[config.mk]
export PLATFORM = sky130hd
export DESIGN_NAME = mem_ctrl
export DESIGN_NICKNAME = d
export VERILOG_FILES = /design/src/rtl/mem_ctrl_pkg.sv /design/src/rtl/mem_ctrl.sv
export SDC_FILE = /design/constraint.sdc
export NUM_CORES = 1
export LEC_CHECK = 0
export ABC_CLOCK_PERIOD_IN_PS = 1500
export CAP_MARGIN = 20
export CORE_AREA = 3 3 40 42
export CTS_CLUSTER_DIAMETER = 60
export CTS_CLUSTER_SIZE = 20
export DETAILED_ROUTE_END_ITERATION = 7
export DIE_AREA = 0 0 43 45
export DONT_BUFFER_PORTS = 1
export GPL_TIMING_DRIVEN = 0
export PLACE_DENSITY_LB_ADDON = 0.12
export SLEW_MARGIN = 10
export SYNTH_ARGS = -nofsm -noshare
export SYNTH_HDL_FRONTEND = slang
export SYNTH_SLANG_ARGS = --single-unit
[constraint.sdc]
create_clock -name clk -period 1.5 [get_ports clk]
set_input_delay 0.225 -clock clk [delete_from_list [all_inputs] [get_ports clk]]
set_output_delay 0.225 -clock clk [all_outputs]
set_load 0.005 [all_outputs]
[src/rtl/mem_ctrl_pkg.sv]
// Shared types and defaults for the single-bit-cell memory controller.
package mem_ctrl_pkg;

  localparam int ADDR_W_DEF = 4;

  typedef enum logic [2:0] {
    IDLE,
    SETUP,
    WRITE,
    HOLD,
    READ,
    RESP
  } state_t;

endpackage

[src/rtl/mem_ctrl.sv]
// Request/response controller sequencing one access at a time onto a 1-bit
// wide memory: SETUP, WE pulse (WRITE+HOLD) or RE pulse (READ), then RESP.
module mem_ctrl
  import mem_ctrl_pkg::*;
#(
  parameter int ADDR_W    = ADDR_W_DEF,
  parameter int WE_CYCLES = 1
) (
  input  logic              clk,
  input  logic              rst_n,
  input  logic              req_valid,
  output logic              req_ready,
  input  logic              req_write,
  input  logic [ADDR_W-1:0] req_addr,
  input  logic              req_wdata,
  output logic              rsp_valid,
  input  logic              rsp_ready,
  output logic              rsp_rdata,
  output logic [ADDR_W-1:0] mem_sel,
  output logic              mem_we,
  output logic              mem_re,
  output logic              mem_dout,
  output logic              mem_oe,
  input  logic              mem_din
);

  localparam int              CW      = $clog2(WE_CYCLES + 1);
  localparam logic [CW-1:0]   WE_LAST = CW'(WE_CYCLES - 1);

  state_t            state, state_nxt;
  logic [ADDR_W-1:0] addr_q;
  logic              wr_q;
  logic              wdata_q;
  logic              rdata_q;
  logic [CW-1:0]     we_cnt;
  logic              accept;

  // rst_n gates ready so it drops the instant reset asserts, yet is already
  // high in the first cycle after release.
  assign req_ready = rst_n && (state == IDLE);
  assign accept    = req_valid && req_ready;

  always_ff @(posedge clk or negedge rst_n) begin
    if (!rst_n) state <= IDLE;
    else        state <= state_nxt;
  end

  always_comb begin
    state_nxt = state;
    case (state)
      IDLE:    if (req_valid) state_nxt = SETUP;
      SETUP:   state_nxt = wr_q ? WRITE : READ;
      WRITE:   if (we_cnt == WE_LAST) state_nxt = HOLD;
      HOLD:    state_nxt = RESP;
      READ:    state_nxt = RESP;
      RESP:    if (rsp_ready) state_nxt = IDLE;
      default: state_nxt = IDLE;
    endcase
  end

  always_ff @(posedge clk or negedge rst_n) begin
    if (!rst_n) begin
      addr_q  <= '0;
      wr_q    <= 1'b0;
      wdata_q <= 1'b0;
      rdata_q <= 1'b0;
      we_cnt  <= '0;
    end else begin
      if (accept) begin
        addr_q  <= req_addr;
        wr_q    <= req_write;
        wdata_q <= req_wdata;
        rdata_q <= 1'b0;
      end
      if (state == SETUP) we_cnt <= '0;
      if (state == WRITE) we_cnt <= we_cnt + 1'b1;
      if (state == READ)  rdata_q <= mem_din;
    end
  end

  // Address only moves on the IDLE->SETUP edge, so it is stable under WE/RE.
  assign mem_sel   = addr_q;
  assign mem_we    = (state == WRITE);
  assign mem_re    = (state == READ);
  assign mem_oe    = wr_q && ((state == SETUP) || (state == WRITE) || (state == HOLD));
  assign mem_dout  = mem_oe && wdata_q;
  assign rsp_valid = (state == RESP);
  assign rsp_rdata = rdata_q;

endmodule

# Yosys cells after proc, flatten, opt, wreduce, memory -nomap -nowiden

Cells that the tools add are included.

Output and inout port bits: 11
Logic and storage cells: 35
Register bits after elaboration: 11

Equality and inequality tests: 8
Muxes and demuxes: 9
Add/sub/neg operators: 1
Reductions and logical operators: 11

Operators with widths:

| cell                                                            | count |
|---|---|
| 3-bit case mux with 5 select lines                              | 1 |
| 3-bit 2-to-1 mux                                                | 4 |
| 3-bit by 2-bit == test with 1-bit output, second input constant | 2 |
| 3-bit == test, second input constant                            | 2 |
| 1-bit logical AND                                               | 4 |
| 1-bit 2-to-1 mux                                                | 4 |
| 2-bit != test, second input constant                            | 2 |
| 2-bit nonzero test                                              | 2 |
| 3-bit by 1-bit == test with 1-bit output, second input constant | 1 |
| 3-bit zero test                                                 | 1 |
| 3-bit AND reduction                                             | 1 |
| 1-bit logical OR                                                | 2 |
| 2-bit by 1-bit != test with 1-bit output, second input constant | 1 |
| 2-bit OR reduction                                              | 1 |
| 1-bit adder, second input constant                              | 1 |

# Depth between registers and ports, before layout

Word-level depth: 5
Gate-level depth with buffers: 4

# Least setup slack after synthesis

No wires, ideal clock.

Path kind: register -> register
Start point: reg state[0]
End point: reg addr_q[0] (netlist: mem_sel[0])
Period minus slack after synthesis: 1382 ps
Cell stages (with the launch flop): 5
Arrival time: 1257 ps
Path slack: 118 ps
Data required time: 1375 ps
Path buffers: 1
Cells stage by stage: dfrtp_1 buf_6 nor4b_4 nand2_4 mux2_4

Word-level cells in the longest chain between the ends: 3

Ends and longest elaborated chain:

| what                     | RTL line       | RTL |
|---|---|---|
| start: declaration       | mem_ctrl.sv:30 | `state_t state, state_nxt;` |
| start signal: assignment | mem_ctrl.sv:45 | `else state <= state_nxt;` |
| 3-bit zero test          | mem_ctrl.sv:40 | `assign req_ready = rst_n && (state == IDLE);` |
| 1-bit logical AND        | mem_ctrl.sv:40 |  |
| net req_ready            | mem_ctrl.sv:12 | `output logic req_ready,` |
| 1-bit logical AND        | mem_ctrl.sv:41 | `assign accept = req_valid && req_ready;` |
| end signal: assignment   | mem_ctrl.sv:70 | `addr_q <= req_addr;` |
| end: declaration         | mem_ctrl.sv:31 | `logic [ADDR_W-1:0] addr_q;` |

The timed path passes the listed nets, and every way through them passes these cells.
A chain may end at the register's enable or synchronous reset.

# Worst setup path after layout

Same ends and word-level chain as after synthesis.

==> impl_metrics.ini <==
[outcome]
status = finished clean

[placed_design]
dpl_worst_slack_ns = 0.03483
place_inst = 62
hpwl_microns = 801.3
gp_congestion = 0.7148
portBuffers = 0
place_area_sq_um = 584.3

[die]
die_h_microns = 45
floorplan.initialDensity_pct = 44.01
die-area_sq_um = 1935
die_w_microns = 43
core.rowCount = 13
ioPinCount = 22
core_sq_um = 1285

[timing]
fin_crit_ns = 1.465
finalCritPeriodShare_pct = 97.67
slew_viol_final = 0
worst_slew_pin_slew_ns = 0.4768
setup_viol = 0
finalClockSkew_ns = 0.001756
holdWs_ns = 0.1123
rsz0062_at_grt = yes
hold_violations = 0
maxClockFrequency_mhz = 682.5
timing.final.ws_setup_ns = 0.03490
relSlewSlack_pct = 68.11

[synth]
netlist.area_leader.share_pct = 48.67
yosys-top-cells-area = dfrtp_1 49%, mux2_4 16%, a21oi_1 4.4%, nor4b_4 4.2%, nor3b_1 2.7%
yosysTopAreaCell = dfrtp_1
synth-seq-cells = 11
ys_seq_area_share_pct = 48.67
syn_area_per_cell_sq_um = 12.03
ys_types = 23
syn_inst = 47
syn-num-nets = 58
synth_area_sq_um = 565.5
yosys_warnings = 0

[drt]
ant_nets = 0
drc = 0
drt-wirelength-per-cell_microns = 15.11
dr_total_vias = 383
routed_wl_microns = 1058
drt_first_pass_iters = 2
drt-initial-drc-count = 2
vias_per_cell = 5.471

[setup_path]
r2r_setup_slack_ns = 0.03
worst-path-max-fanout = 8
start_kind = flop
worstSetupEndpoint = mem_sel[0]$_DFFE_PN0P_
end_kind = flop
timing.rr.end = mem_sel[0]$_DFFE_PN0P_
crit_arrival_ns = 1.61
critical_path_class = flop to flop
timing.rr.start = state[0]$_DFFE_PN0P_
ff2ff_path_depth = 4
startpoint = state[0]$_DFFE_PN0P_
required_ns = 1.64

[global_route]
gr-total-overflow = 0
grt_max_degree = 12
grt_pass1_vias = 387
grt_pass1_wl_microns = 1718
antenna_found_initial = 0
track_usage_pct = 11.99

[cts]
h-tree-depth = 1
cts_buffers = 3
clock_path_buffers = 2
clk_latency_ns = 0.25
clk_pin_slew_ns = 0.06
cts_tree = yes
cts-root-buf = clkbuf_4
cts_num_sinks = 11

[finish]
fin_area_sq_um = 690.7
syn_to_final_growth_pct = 22.12
antenna_cells = 0
fin_cells = 70
post-route-util_pct = 53.75
nets = 67
drive_above_1_share_pct = 41.82
num-fill-cells = 117

[pwr]
p_per_area_nw_per_um2 = 2127
vdd_drop_max_v = 0.0008062
p_leak_nw = 0.3223

[run]
cap_viol_max_count = 0

[min_path]
hold_class = input port to flop
synthesized netlist by cell type:
cell       n
o22ai_1    1
nor2_1     2
and3_2     1
a21oi_1    5
a22o_2     1
inv_1      3
nor4b_4    1
nand2_4    1
buf_6      1
a211oi_1   1
nand3_1    1
nor3b_1    2
dfrtp_1   11
and2_1     2
a311oi_1   1
nor2b_1    1
clkbuf_1   1
a21boi_0   1
nand2b_1   1
mux2_4     6
nand2_1    1
buf_2      1
nor3_1     1
repair_timing:
| action | CTS | global route |
|---|---|---|
| setup buffers | 0 | 3 |
| gates resized for setup | 7 | 4 |
| pin swaps | 1 | 2 |
| endpoints found under the hold margin | 11 | 0 |
| hold buffers | 1 | 0 |
| setup endpoints to repair | 2 | 7 |
worst min-delay path by stage:
stage / to / from / cells past startpoint
after floorplan: mem_sel[0]$_DFFE_PN0P_ / rst_n / 0
after global placement: state[0]$_DFFE_PN0P_ / rst_n / 0
after detailed placement: state[0]$_DFFE_PN0P_ / rst_n / 0
after CTS: mem_sel[2]$_DFFE_PN0P_ / req_addr[2] / 1
after global routing: mem_sel[1]$_DFFE_PN0P_ / req_addr[1] / 1
final: wr_q$_DFFE_PN0P_ / req_write / 1
through the flow:
stage          total power, W  TNS (ns)
3_3_place_gp         0.001073         0
4_1_cts              0.001372         0
2_1_floorplan       0.0009938         0
3_5_place_dp         0.001100         0
5_1_grt              0.001579   -0.2168
6_report             0.001469         0
layout make-up:
| type | instances | area, sq um | share of cell area, % |
|---|---|---|---|
| well taps | 15 | 18.77 | 2.717 |
| multi-input cells | 30 | 275.3 | 39.86 |
| repair buffers | 4 | 45.04 | 6.522 |
| flip-flops and latches | 11 | 276.5 | 40.04 |
| clock buffers | 4 | 26.28 | 3.804 |
| inverters | 3 | 11.26 | 1.630 |
| plain buffers | 3 | 37.54 | 5.435 |
placed cells by master (no fill, tap or decap), drive strengths merged:
cell	Yosys	final
o22ai	1	1
a22o	1	1
nand2b	1	1
a311oi	1	1
nor4b	1	1
and3	1	1
inv	3	3
dlygate4sd3	0	1
clkbuf	1	4
nor2b	1	1
nand2	2	2
nand3	1	1
mux2	6	6
buf	2	6
nor3	1	1
a21oi	5	5
nor3b	2	2
and2	2	2
a211oi	1	1
a21boi	1	1
dfrtp	11	11
nor2	2	2
cells by family after synthesis:
| family | after synthesis | synth area share (%) |
|---|---|---|
| flip-flops | 11 | 48.67 |
| multiplexers | 6 | 15.93 |
| AO/OA/AOI/OAI | 10 | 11.51 |
| AND/OR/NAND/NOR | 14 | 18.36 |
| buffers and inverters | 6 | 5.529 |
state kept, by name, summed over array words and instances, names as in the netlist:
name,flops
we_cnt,1
wr_q,1
rsp_rdata,1
wdata_q,1
state,3
mem_sel,4
routing by layer:
| layer | wire, microns | track usage (%) | vias to the layer above |
|---|---|---|---|
| met4 | 0 | 5.422 | 0 |
| met2 | 498 | 18.26 | 19 |
| met3 | 134 | 6.773 | 0 |
| met1 | 425 | 13.82 | 181 |
| li1 | - | - | 183 |
| met5 | 0 | 0 | - |
worst max-delay path, cell delays in order, from the launching register on:
cell and delay (ns):
dfrtp_1 0.38, buf_6 0.14, nor4b_4 0.35, nand2_4 0.16, mux2_4 0.32
report_power, final:
part | internal (W) | switching [W] | leakage [nW] | total (W)
combinational | 0.000425 | 0.000294 | 0.174 | 0.000719
sequential | 0.000440 | 0.000124 | 0.134 | 0.000564
clock | 0.000102 | 0.0000837 | 0.0150 | 0.000186
Note: power is estimated with default switching activity, not from simulation.
